File: config.mk
export PLATFORM = sky130hd
export DESIGN_NAME = query_patch_reader
export DESIGN_NICKNAME = d
export VERILOG_FILES = /design/src/rtl/query_patch_reader.sv
export SDC_FILE = /design/constraint.sdc
export NUM_CORES = 1
export LEC_CHECK = 0
export BUFFER_PORTS_ARGS = -buffer_cell sky130_fd_sc_hd__clkbuf_2
export CORE_ASPECT_RATIO = 1.25
export CORE_MARGIN = 2
export CORE_UTILIZATION = 50
export CTS_BUF_LIST = sky130_fd_sc_hd__clkbuf_8
export DETAILED_ROUTE_END_ITERATION = 7
export PLACE_DENSITY = 0.73
export SLEW_MARGIN = 20
export SYNTH_ARGS = -nofsm -noshare
export SYNTH_HDL_FRONTEND = slang
export SYNTH_SLANG_ARGS = --single-unit
File: constraint.sdc
create_clock -name clk -period 5.5 [get_ports clk]
set_input_delay 1.375 -clock clk [delete_from_list [all_inputs] [get_ports clk]]
set_output_delay 1.375 -clock clk [all_outputs]
set_load 0.005 [all_outputs]
File: src/rtl/query_patch_reader.sv
`default_nettype none
// ============================================================================
// Module   : query_patch_reader
// Purpose  : Reads a burst of `count` patches from a synchronous query-patch
//            memory starting at `base_addr` (address wraps modulo
//            2^ADDR_WIDTH) and streams them out through a 3-entry FIFO with a
//            valid/ready handshake. Reads are issued only while the FIFO plus
//            in-flight reads leave room, so no patch is dropped.
// Ports    : clk, rst            - clock, synchronous active-high reset
//            start, base_addr,   - burst request (accepted only when idle)
//            count
//            csb1, addr1,        - memory read port (csb1 active low, data
//            rpatch1               returns the following cycle)
//            out_valid, out_ready,
//            out_patch, out_idx  - output stream, idx is burst-relative
//            busy, done          - burst status, done is a one-cycle pulse
//            stall_cycles        - backpressure cycle counter
// Options  : QUERY_PATCH_READER_STALL_STATS_EN - when defined, stall_cycles
//            counts cycles with out_valid=1 and out_ready=0 (saturating);
//            otherwise it is tied to zero.
// Revision : 1.0 - initial release
// ============================================================================
module query_patch_reader #(
    parameter int DATA_WIDTH = 11,
    parameter int PATCH_SIZE = 5,
    parameter int ADDR_WIDTH = 9
) (
    input  logic                             clk,
    input  logic                             rst,
    input  logic                             start,
    input  logic [ADDR_WIDTH-1:0]            base_addr,
    input  logic [ADDR_WIDTH:0]              count,
    output logic                             csb1,
    output logic [ADDR_WIDTH-1:0]            addr1,
    input  logic [DATA_WIDTH*PATCH_SIZE-1:0] rpatch1,
    output logic                             out_valid,
    input  logic                             out_ready,
    output logic [DATA_WIDTH*PATCH_SIZE-1:0] out_patch,
    output logic [ADDR_WIDTH:0]              out_idx,
    output logic                             busy,
    output logic                             done,
    output logic [15:0]                      stall_cycles
);

    localparam int c_pw = DATA_WIDTH * PATCH_SIZE;
    localparam logic [ADDR_WIDTH:0] c_one = {{ADDR_WIDTH{1'b0}}, 1'b1};

    typedef enum logic [1:0] {
        S_IDLE  = 2'd0,
        S_ISSUE = 2'd1,
        S_DRAIN = 2'd2
    } state_t;

    state_t                state_q,   state_d;
    logic [ADDR_WIDTH-1:0] addr_q,    addr_d;
    logic [ADDR_WIDTH:0]   left_q,    left_d;    // reads still to issue
    logic [ADDR_WIDTH:0]   count_q,   count_d;
    logic [ADDR_WIDTH:0]   idx_q,     idx_d;
    logic                  rd_vld_q,  rd_vld_d;  // read issued last cycle
    logic [c_pw-1:0]       fifo_q [3];
    logic [c_pw-1:0]       fifo_d [3];
    logic [1:0]            wr_ptr_q,  wr_ptr_d;
    logic [1:0]            rd_ptr_q,  rd_ptr_d;
    logic [1:0]            fcnt_q,    fcnt_d;
    logic                  done_q,    done_d;

    logic                  w_start_ok;
    logic                  w_pop;
    logic                  w_issue;
    logic                  w_last_hs;
    logic [2:0]            w_occ;

    assign out_valid  = (fcnt_q != 2'd0);
    assign w_pop      = out_valid && out_ready;
    assign w_start_ok = start && (state_q == S_IDLE);
    // Slots already claimed: read returning this cycle plus stored patches.
    // A pop this cycle frees one slot, which keeps full throughput.
    assign w_occ      = {2'b00, rd_vld_q} + {1'b0, fcnt_q};
    assign w_issue    = (state_q == S_ISSUE) && ((w_occ - {2'b00, w_pop}) < 3'd3);
    assign w_last_hs  = w_pop && (idx_q == (count_q - c_one));

    assign csb1      = ~w_issue;
    assign addr1     = addr_q;
    assign out_patch = out_valid ? fifo_q[rd_ptr_q] : '0;
    assign out_idx   = idx_q;
    assign busy      = (state_q != S_IDLE);
    assign done      = done_q;

    always_comb begin
        state_d  = state_q;
        addr_d   = addr_q;
        left_d   = left_q;
        count_d  = count_q;
        idx_d    = idx_q;
        rd_vld_d = w_issue;
        fifo_d   = fifo_q;
        wr_ptr_d = wr_ptr_q;
        rd_ptr_d = rd_ptr_q;
        fcnt_d   = fcnt_q;
        done_d   = 1'b0;

        case (state_q)
            S_IDLE: begin
                if (w_start_ok) begin
                    addr_d  = base_addr;
                    left_d  = count;
                    count_d = count;
                    idx_d   = '0;
                    if (count != '0) begin
                        state_d = S_ISSUE;
                    end else begin
                        done_d = 1'b1;
                    end
                end
            end
            S_ISSUE: begin
                if (w_issue && (left_q == c_one)) begin
                    state_d = S_DRAIN;
                end
            end
            S_DRAIN: begin
                if (w_last_hs) begin
                    state_d = S_IDLE;
                    done_d  = 1'b1;
                end
            end
            default: state_d = S_IDLE;
        endcase

        if (w_issue) begin
            addr_d = addr_q + 1'b1;
            left_d = left_q - c_one;
        end

        // Data for a read issued last cycle is on rpatch1 now.
        if (rd_vld_q) begin
            fifo_d[wr_ptr_q] = rpatch1;
            wr_ptr_d = (wr_ptr_q == 2'd2) ? 2'd0 : wr_ptr_q + 2'd1;
        end
        if (w_pop) begin
            rd_ptr_d = (rd_ptr_q == 2'd2) ? 2'd0 : rd_ptr_q + 2'd1;
            idx_d    = idx_q + c_one;
        end
        fcnt_d = fcnt_q + {1'b0, rd_vld_q} - {1'b0, w_pop};
    end

    always_ff @(posedge clk) begin
        if (rst) begin
            state_q  <= S_IDLE;
            addr_q   <= '0;
            left_q   <= '0;
            count_q  <= '0;
            idx_q    <= '0;
            rd_vld_q <= 1'b0;
            fifo_q   <= '{default: '0};
            wr_ptr_q <= 2'd0;
            rd_ptr_q <= 2'd0;
            fcnt_q   <= 2'd0;
            done_q   <= 1'b0;
        end else begin
            state_q  <= state_d;
            addr_q   <= addr_d;
            left_q   <= left_d;
            count_q  <= count_d;
            idx_q    <= idx_d;
            rd_vld_q <= rd_vld_d;
            fifo_q   <= fifo_d;
            wr_ptr_q <= wr_ptr_d;
            rd_ptr_q <= rd_ptr_d;
            fcnt_q   <= fcnt_d;
            done_q   <= done_d;
        end
    end

`ifdef QUERY_PATCH_READER_STALL_STATS_EN
    logic [15:0] stall_q, stall_d;

    always_comb begin
        stall_d = stall_q;
        if (w_start_ok) begin
            stall_d = '0;
        end else if (out_valid && !out_ready && (stall_q != 16'hFFFF)) begin
            stall_d = stall_q + 16'd1;
        end
    end

    always_ff @(posedge clk) begin
        if (rst) begin
            stall_q <= '0;
        end else begin
            stall_q <= stall_d;
        end
    end

    assign stall_cycles = stall_q;
`else
    assign stall_cycles = '0;
`endif

endmodule
`default_nettype wire

==> results.ini, run 1 <==
[status]
outcome=finished, final reports clean

[yosys]
synth_area_mm2=0.009673
synth.distinct_cells=56
mean_area_per_synthesized_cell_um2=7.390
synth_top_flop_cell=dfxtp_1
syn_inst=1309
asyncSetResetFlopFracSynth=0
yosys_register_bits=214
synth-seq-area-share=0.4429
synth_enable_flop_cells=0
synth-warning-count=0

[sta]
report.final.slew_viol_count=0
clock.fmax_ghz=0.2118
finalWorstPathRequiredPeriod_ns=4.721
worst_clock_skew_ns=0.01278
tightest_slew_ns=1.146
hold_viol=0
final_setup_violations=0
timing.final.ws_setup_ns=0.7791
min_period_over_period=0.8583
maxSlewHeadroom=0.2360
grt_setup_unrepaired=no
worst_hold_slack_ns=0.4527
tns_ns=0

[placement]
place.gp.congestion=0.8104
port-buffer-count=155
place_area_mm2=0.01047
dpl.hpwl_um=15270
placed_cells_incl_taps=1616
place_ws_ns=0.7998

[worst_hold_path]
hp-class=reg -> reg
worstHoldPathCells=2
startpoint_of_the_tightest_hold_check_path=fifo_q[130]$_SDFFE_PP0P_
worst_hold_path.endpoint=fifo_q[130]$_SDFFE_PP0P_

[worst_setup_path]
timing.reg2reg.setup_slack_ns=2.10
ff2ff_path_depth=15
worstSetupPathType=in -> out
critical_path_buf_inv_count=4
worst_setup_path_end_kind=primary output
startpoint_of_the_worst_register_to_register_path=fcnt_q[1]$_SDFF_PP0_
cp_top_family=simple AND/OR/NAND/NOR gates
critical_path.max_stage_delay_ns=0.44
r2r_end=state_q[0]$_SDFFE_PP0P_
critPathLaunchType=input port
cp-startpoint=out_ready
worst_path_fanout_max=8
critical_path.slowest_cell=fa_1
critPathArrivalTime_ns=3.35
critical_path_required_ns=4.12
timing.critical_path.cells=clkbuf_2 > nor2b_1 > nand2_1 > o21ai_0 > ha_1 > fa_1 > nand2_1 > nor4b_4 > buf_4 > inv_2 > clkbuf_2

[floorplan]
die_h_um=159.5
die_x_um=128.4
row_count=56
die_area_mm2=0.02048
fp.coreArea_mm2=0.01885
floorplan.initialDensity=0.5132
design.portCount=172

[final_layout]
finish.net_count=1507
area.growth.synth_to_final_pct=15.37
final-instance-count-excl-fill=1677
finalInstanceArea_mm2=0.01116
antenna_cells=0
layout.core_utilization=0.5921
share_of_layout_cells_above_drive_strength_1=0.1661

[global_routing]
antenna_violations_before_repair=0
grt.total_usage=0.2334
first_global_vias=8455
grt_max_degree=146
grt_pass1_wl_um=40140
total_global_routing_overflow=0

[clocking]
cts.root.buffer_cell=clkbuf_8
clock_pin_slew_reported_for_the_worst_setup_and_hold_paths_after_clock_tree_synthesis_ns=0.06
buffer_levels_on_the_longest_clock_path=3
cts_tree=done
htree_num_levels=2
worstSkewPairLatency_ns=0.50
tritoncts_num_sinks=214
post_cts_resized=0
hold_buffers=0
postCtsSetupRepairBufs=0
cts-buffers-inserted=36

[pwr]
worst_case_vdd_ir_drop_mv=0.2364
reported_leakage_power_nw=4.230
power.density_mw_per_mm2=356.7
p_total_mw=3.981

[detailed_routing]
vias_per_cell=5.402
routed_wl_um=24650
drc=0
detailedRoute.firstIterationViolations=519
wire_per_inst_um=14.70
dr.pass1.iters=5
residual_antenna_violating_net_count_after_detailed_routing=0
vias=9059

[run]
cap_violations=0

flip-flops by register name, indices dropped and copies added, names as in the netlist:
| signal | flops |
|---|---|
| fifo_q | 165 |
| count_q | 10 |
| left_q | 10 |
| out_idx | 10 |
| addr1 | 9 |
| fcnt_q | 2 |
| rd_ptr_q | 2 |
| state_q | 2 |
| wr_ptr_q | 2 |
| done | 1 |
| rd_vld_q | 1 |
area by class of cell:
type | instances | area (um^2)
Fill cell | 1779 | 7689
Multi-Input combinational cell | 990 | 4960
Sequential cell | 214 | 4289
Timing Repair Buffer | 170 | 894.6
Clock buffer | 42 | 578.1
Tap cell | 232 | 290.3
Clock inverter | 19 | 110.1
Inverter | 10 | 37.54
worst register-to-register path, stage by stage (launching register included):
cell	delay, ns
dfxtp_1	0.44
nor2_4	0.06
nor2b_1	0.33
nand2_1	0.16
o21ai_0	0.12
ha_1	0.21
fa_1	0.44
nand2_1	0.08
nor4b_4	0.17
buf_4	0.19
inv_2	0.04
buf_4	0.19
or3_4	0.36
nor4_4	0.18
a31oi_1	0.12
o21a_1	0.20
where the power goes:
| part | internal [mW] | switching (mW) |
|---|---|---|
| Sequential | 1.66 | 0.158 |
| Combinational | 0.320 | 0.475 |
| Clock | 0.742 | 0.624 |
| Total | 2.72 | 1.26 |
cell families (layout without fill, tap and decap cells):
kind of cell / after synthesis / after routing / share of synthesized area
compound gates: 293 / 293 / 0.1614
xor+xnor: 14 / 14 / 0.01268
fa+ha+maj: 7 / 7 / 0.009830
buf+inv: 120 / 241 / 0.05316
flops: 214 / 214 / 0.4429
mux: 58 / 58 / 0.06041
other cells: 1 / 16 / 0.0003877
simple gates: 602 / 602 / 0.2592
cell usage in the layout, fill, tap and decap left out, drive strengths merged, types with 2 or more instances in the layout:
master and n:
nor2b 7, nor2 153, xor2 2, nand2 373, a221oi 3, nor3b 6
a31oi 8, and2 3, a222oi 2, o21ai 15, o22ai 2, dfxtp 214
or3 2, ha 6, and3 11, inv 20, conb 16, a311oi 4
clkinv 7, nor4 10, nand3b 4, nand3 12, xnor2 12, mux2i 55
a211oi 3, mux2 3, and3b 2, nand2b 3, buf 16, nor3 10
a21oi 245, clkbuf 196
routing by layer:
layer  part of all wire  GRT usage  up-vias
li1                   -          -     4548
met1               0.43     0.2867     4223
met2               0.50     0.4125      250
met3              0.054    0.04301       38
met4              0.019    0.06793        0
met5                  0          0        -
synth_stat cells, types with 2 or more instances:
cell,instances,area (um^2)
nand2_1,373,1400
a21oi_1,245,1226
dfxtp_1,214,4284
nor2_1,153,574.3
clkbuf_1,79,296.5
mux2i_1,55,550.5
buf_4,16,120.1
o21ai_0,14,70.07
buf_1,12,45.04
nand3_1,12,60.06
xnor2_1,12,105.1
and3_1,11,68.82
inv_1,9,33.78
nor3_1,9,45.04
a31oi_1,8,50.05
nor4_1,8,50.05
nor2b_1,7,43.79
ha_1,6,75.07
nor3b_1,6,45.04
a311oi_1,4,35.03
nand3b_1,4,30.03
a211oi_1,3,22.52
a221oi_1,3,26.28
and2_1,3,18.77
buf_2,3,15.01
mux2_2,3,33.78
nand2b_1,3,18.77
a222oi_1,2,20.02
and3b_1,2,17.52
nor4_4,2,42.54
o22ai_1,2,12.51
xor2_1,2,17.52
worst max-delay path by stage:
| stage | end | cells after the start |
|---|---|---|
| after floorplan | csb1 | 10 |
| after detailed placement | csb1 | 11 |
| after global placement | csb1 | 11 |
| after global routing | csb1 | 11 |
| final | csb1 | 11 |
| after CTS | csb1 | 11 |
Note: power is estimated with default switching activity, not from simulation.
==> run 2: changes to the inputs <==
Settings changed: CORE_MARGIN 2 to default.
==> results.ini, run 2 (synthesis gave the netlist of run 1 again) <==
[final_layout]
final-instance-count-excl-fill=1670
layout.core_utilization=0.5876
number_of_flip_flops_in_the_largest_register=165
area.growth.synth_to_final_pct=14.49
most-common-layout-cells=nand2_1 (373), a21oi_1 (245), dfxtp_1 (212), clkbuf_2 (154), nor2_1 (151)
share_of_layout_cells_above_drive_strength_1=0.1613
finish.net_count=1506
ff_latch_area_mm2=0.004289
antenna_cells=0
multi_input_comb_area_mm2=0.004960
layout.filler_cells=1842
layout.cells.most_common=nand2_1
registers.top_by_ff_count=fifo_q

[clocking]
hold_buffers=0
cts_tree=done
cts.root.buffer_cell=clkbuf_8
post_cts_resized=0
cts-buffers-inserted=35
htree_num_levels=2
postCtsSetupRepairBufs=0
tritoncts_num_sinks=214
clock_pin_slew_reported_for_the_worst_setup_and_hold_paths_after_clock_tree_synthesis_ns=0.06
buffer_levels_on_the_longest_clock_path=3
worstSkewPairLatency_ns=0.50

[worst_setup_path]
critPathArrivalTime_ns=3.30
critical_path.max_stage_delay_ns=0.43
startpoint_of_the_worst_register_to_register_path=fcnt_q[1]$_SDFF_PP0_
critical_path_required_ns=4.12
worstSetupPathType=in -> out
critical_path_depth=11
critical_path.slowest_cell=fa_1
critical_path_buf_inv_count=4
r2r_end=state_q[0]$_SDFFE_PP0P_
critPathLaunchType=input port
ff2ff_path_depth=15
worst_setup_path_end_kind=primary output
cp_top_family=simple AND/OR/NAND/NOR gates
timing.reg2reg.setup_slack_ns=2.12
worst_path_fanout_max=8
timing.critical_path.cells=clkbuf_2 > nor2b_1 > nand2_1 > o21ai_0 > ha_1 > fa_1 > nand2_1 > nor4b_4 > buf_4 > inv_2 > clkbuf_2

[global_routing]
global_route.usage.met3=0.04079
grt_use_met2=0.4459
grt.total_usage=0.2480
grt.met1_usage=0.3011
gr-max-usage-layer=met2
antenna_violations_before_repair=0
grt_max_degree=152
first_global_vias=8287
grt_pass1_wl_um=40320
total_global_routing_overflow=0

[sta]
worst_clock_skew_ns=0.01112
clock.fmax_ghz=0.2141
min_period_over_period=0.8491
tightest_slew_ns=1.125
report.final.slew_viol_count=0
grt_setup_unrepaired=no
hold_viol=0
maxSlewHeadroom=0.2499
worst_hold_slack_ns=0.4518
final_setup_violations=0
finalWorstPathRequiredPeriod_ns=4.670
tns_ns=0

[floorplan]
design.portCount=172
die_h_um=157.5
row_count=56
die_x_um=126.4
floorplan.initialDensity=0.5132
fp.coreArea_mm2=0.01885
die_area_mm2=0.01991

[detailed_routing]
wire_per_inst_um=14.78
residual_antenna_violating_net_count_after_detailed_routing=0
routed_wl_um=24680
vias_per_cell=5.371
vias=8969
drc=0
dr.pass1.iters=6
detailedRoute.firstIterationViolations=577

[placement]
port-buffer-count=155
dpl.hpwl_um=15010
placed_cells_incl_taps=1616
place.gp.congestion=0.7778

[worst_hold_path]
worst_hold_path.endpoint=fifo_q[13]$_SDFFE_PP0P_
worstHoldPathCells=2
hp-class=reg -> reg
startpoint_of_the_tightest_hold_check_path=fifo_q[13]$_SDFFE_PP0P_

[run]
cap_violations=0

[pwr]
reported_leakage_power_nw=4.186
power.density_mw_per_mm2=348.2
worst_case_vdd_ir_drop_mv=0.2065

[status]
outcome=finished, final reports clean

==> run 2: cell types whose count changed in the layout (fill, tap and decap cells not counted) <==
cell,change
clkinv_2,-4
bufinv_16,-1
clkbuf_8,-2
buf_6,-1
inv_1,+1
==> run 2: area by class of cell <==
type                       instances  share of cell area
clock buffer                      39             0.04847
clock inverter                    15            0.005762
inverter                          10            0.003389
multi-input combinational        990              0.4479
sequential                       214              0.3873
tap                              232             0.02621
timing repair buffer             170             0.08101
==> run 2: power by group <==
group	leakage, nW	total, mW	internal (mW)	switching (mW)
logic	2.10	0.802	0.321	0.480
registers	1.73	1.82	1.66	0.159
clock network	0.351	1.23	0.641	0.592
total	4.19	3.86	2.62	1.23
==> run 2: how the worst max path moves through the flow <==
stage                end  slack, ns      start
finish              csb1       0.83  out_ready
global route        csb1       0.62  out_ready
CTS                 csb1       0.83  out_ready
detailed placement  csb1       0.85  out_ready
global placement    csb1       0.90  out_ready
floorplan           csb1       0.88  out_ready
==> run 2: worst reg2reg max path, stage by stage, from the launching register on <==
cell and delay (ns):
dfxtp_1 0.44, nor2_4 0.06, nor2b_1 0.33, nand2_1 0.16, o21ai_0 0.12, ha_1 0.20, fa_1 0.43, nand2_1 0.07
nor4b_4 0.17, buf_4 0.19, inv_2 0.05, buf_4 0.19, or3_4 0.36, nor4_4 0.18, a31oi_1 0.13, o21a_1 0.20
==> run 2: per-layer routing <==
layer  up-vias  part of all wire
met4         0             0.020
met3        36             0.047
met2       241              0.50
li1       4542                 -
met5         -                 0
met1      4150              0.43
==> run 2: per-stage QoR <==
step	power (mW)	cell area [um^2]	setup WS [ns]
2_1_floorplan	2.395	9729	0.8768
3_3_place_gp	2.634	10470	0.8968
3_5_place_dp	2.655	10470	0.8450
4_1_cts	3.888	11070	0.8314
5_1_grt	4.072	11070	0.6198
6_report	3.856	11070	0.8299
==> run 3: changes to the inputs <==
Clock period 5.5 ns to 4.72 ns, I/O delays scaled along.
==> results.ini, run 3 (synthesis gave the netlist of run 1 again) <==
[global_routing]
grt.total_usage=0.2514
total_global_routing_overflow=0
first_global_vias=8384
antenna_violations_before_repair=0
grt_pass1_wl_um=40770
grt_max_degree=119

[floorplan]
row_count=56
design.portCount=172
die_area_mm2=0.01991
fp.coreArea_mm2=0.01885
die_x_um=126.4
die_h_um=157.5
floorplan.initialDensity=0.5132

[pwr]
reported_leakage_power_nw=4.252
power.density_mw_per_mm2=417.9
worst_case_vdd_ir_drop_mv=0.3504

[clocking]
post_cts_resized=0
htree_num_levels=2
buffer_levels_on_the_longest_clock_path=3
postCtsSetupRepairBufs=0
worstSkewPairLatency_ns=0.52
cts-buffers-inserted=35
cts_tree=done
tritoncts_num_sinks=214
hold_buffers=0
cts.root.buffer_cell=clkbuf_8
clock_pin_slew_reported_for_the_worst_setup_and_hold_paths_after_clock_tree_synthesis_ns=0.06

[final_layout]
multi_input_comb_area_mm2=0.004960
layout.filler_cells=1783
antenna_cells=0
number_of_flip_flops_in_the_largest_register=165
finalInstanceArea_mm2=0.01119
layout.core_utilization=0.5937
area.growth.synth_to_final_pct=15.68
layout.cells.most_common=nand2_1
registers.top_by_ff_count=fifo_q
share_of_layout_cells_above_drive_strength_1=0.1647
ff_latch_area_mm2=0.004289
most-common-layout-cells=nand2_1 (373), a21oi_1 (245), dfxtp_1 (212), clkbuf_2 (154), nor2_1 (151)
finish.net_count=1510

[placement]
dpl.hpwl_um=15130
place_area_mm2=0.01050
place_ws_ns=0.5561
port-buffer-count=155
place.gp.congestion=0.8328

[worst_setup_path]
worstSetupPathType=in -> out
cp-startpoint=out_ready
critPathArrivalTime_ns=2.98
timing.reg2reg.setup_slack_ns=1.44
r2r_end=state_q[0]$_SDFFE_PP0P_
timing.critical_path.cells=clkbuf_2 > nor2b_1 > nand2_1 > o21ai_0 > ha_1 > fa_1 > nand2_1 > nor4b_4 > inv_2 > clkbuf_2
critical_path.max_stage_delay_ns=0.42
worst_path_fanout_max=6
ff2ff_path_depth=14
critical_path_depth=10
critical_path_buf_inv_count=3
critical_path_required_ns=3.54
cp_top_family=simple AND/OR/NAND/NOR gates
critical_path.slowest_cell=fa_1
setup.worst_path.end=csb1
startpoint_of_the_worst_register_to_register_path=fcnt_q[1]$_SDFF_PP0_
critPathLaunchType=input port
worst_setup_path_end_kind=primary output

[sta]
min_period_over_period=0.8819
worst_clock_skew_ns=0.01790
grt_setup_unrepaired=no
tns_ns=0
report.final.slew_viol_count=0
tightest_slew_ns=0.9449
timing.final.ws_setup_ns=0.5577
final_setup_violations=0
maxSlewHeadroom=0.3701
hold_viol=0
clock.fmax_ghz=0.2402
finalWorstPathRequiredPeriod_ns=4.162

[detailed_routing]
detailedRoute.firstIterationViolations=693
vias=9115
wire_per_inst_um=14.98
drc=0
residual_antenna_violating_net_count_after_detailed_routing=0
dr.pass1.iters=6
vias_per_cell=5.435
routed_wl_um=25120

[worst_hold_path]
hp-class=reg -> reg

[run]
cap_violations=0

[status]
outcome=finished, final reports clean

-- run 3: changes by cell type in the layout (fill, tap and decap cells not counted), sizes merged --
| cell | before | now |
|---|---|---|
| buf | 15 | 20 |
| bufinv | 0 | 2 |
| clkbuf | 194 | 196 |
| clkinv | 3 | 1 |
| clkinvlp | 1 | 0 |
| inv | 21 | 22 |
-- run 3: per-layer routing --
layer / track usage / share of wire / vias up
met5: 0 / 0 / -
li1: - / - / 4537
met2: 0.4530 / 0.50 / 264
met4: 0.08721 / 0.023 / 0
met1: 0.2989 / 0.42 / 4259
met3: 0.04589 / 0.055 / 55
-- run 3: worst register-to-register path, stage by stage (launching register included) --
cell and delay (ns):
dfxtp_1 0.45, nor2_4 0.06, nor2b_1 0.33, nand2_1 0.15, o21ai_0 0.10, ha_1 0.18
fa_1 0.42, nand2_1 0.08, nor4b_4 0.24, inv_2 0.06, buf_4 0.21, or3_4 0.36
nor4_4 0.20, a31oi_1 0.12, o21a_1 0.20
-- run 3: report_power, final --
group | switching [mW] | internal (mW) | leakage (nW)
logic | 0.611 | 0.372 | 2.12
registers | 0.141 | 1.94 | 1.73
clock network | 0.708 | 0.907 | 0.398
total | 1.46 | 3.22 | 4.25
-- run 3: how the worst min path moves through the flow --
stage,slack [ns],startpoint,end,cells after the start
3_3_place_gp,0.44,fifo_q[56]$_SDFFE_PP0P_,fifo_q[56]$_SDFFE_PP0P_,2
3_5_place_dp,0.45,fifo_q[146]$_SDFFE_PP0P_,fifo_q[146]$_SDFFE_PP0P_,2
4_1_cts,0.45,state_q[0]$_SDFFE_PP0P_,done$_SDFF_PP0_,1
5_1_grt,0.47,fifo_q[118]$_SDFFE_PP0P_,fifo_q[118]$_SDFFE_PP0P_,2
2_1_floorplan,0.42,state_q[0]$_SDFFE_PP0P_,done$_SDFF_PP0_,1
6_report,0.45,fifo_q[149]$_SDFFE_PP0P_,fifo_q[149]$_SDFFE_PP0P_,2
-- run 3: final cells by class --
| type | instances | area share |
|---|---|---|
| multi-input combinational | 990 | 0.4433 |
| clock inverter | 15 | 0.009840 |
| sequential | 214 | 0.3833 |
| clock buffer | 42 | 0.05166 |
| timing repair buffer | 174 | 0.08263 |
| tap | 232 | 0.02594 |
| inverter | 10 | 0.003355 |
-- run 3: per-stage QoR --
step | hold slack [ns] | cells | power, mW
floorplan | 0.4208 | 1324 | 2.791
CTS | 0.4517 | 1677 | 4.707
finish | 0.4500 | 1677 | 4.676
global placement | 0.4406 | 1620 | 3.074
global route | 0.4683 | 1677 | 4.927
detailed placement | 0.4461 | 1620 | 3.096
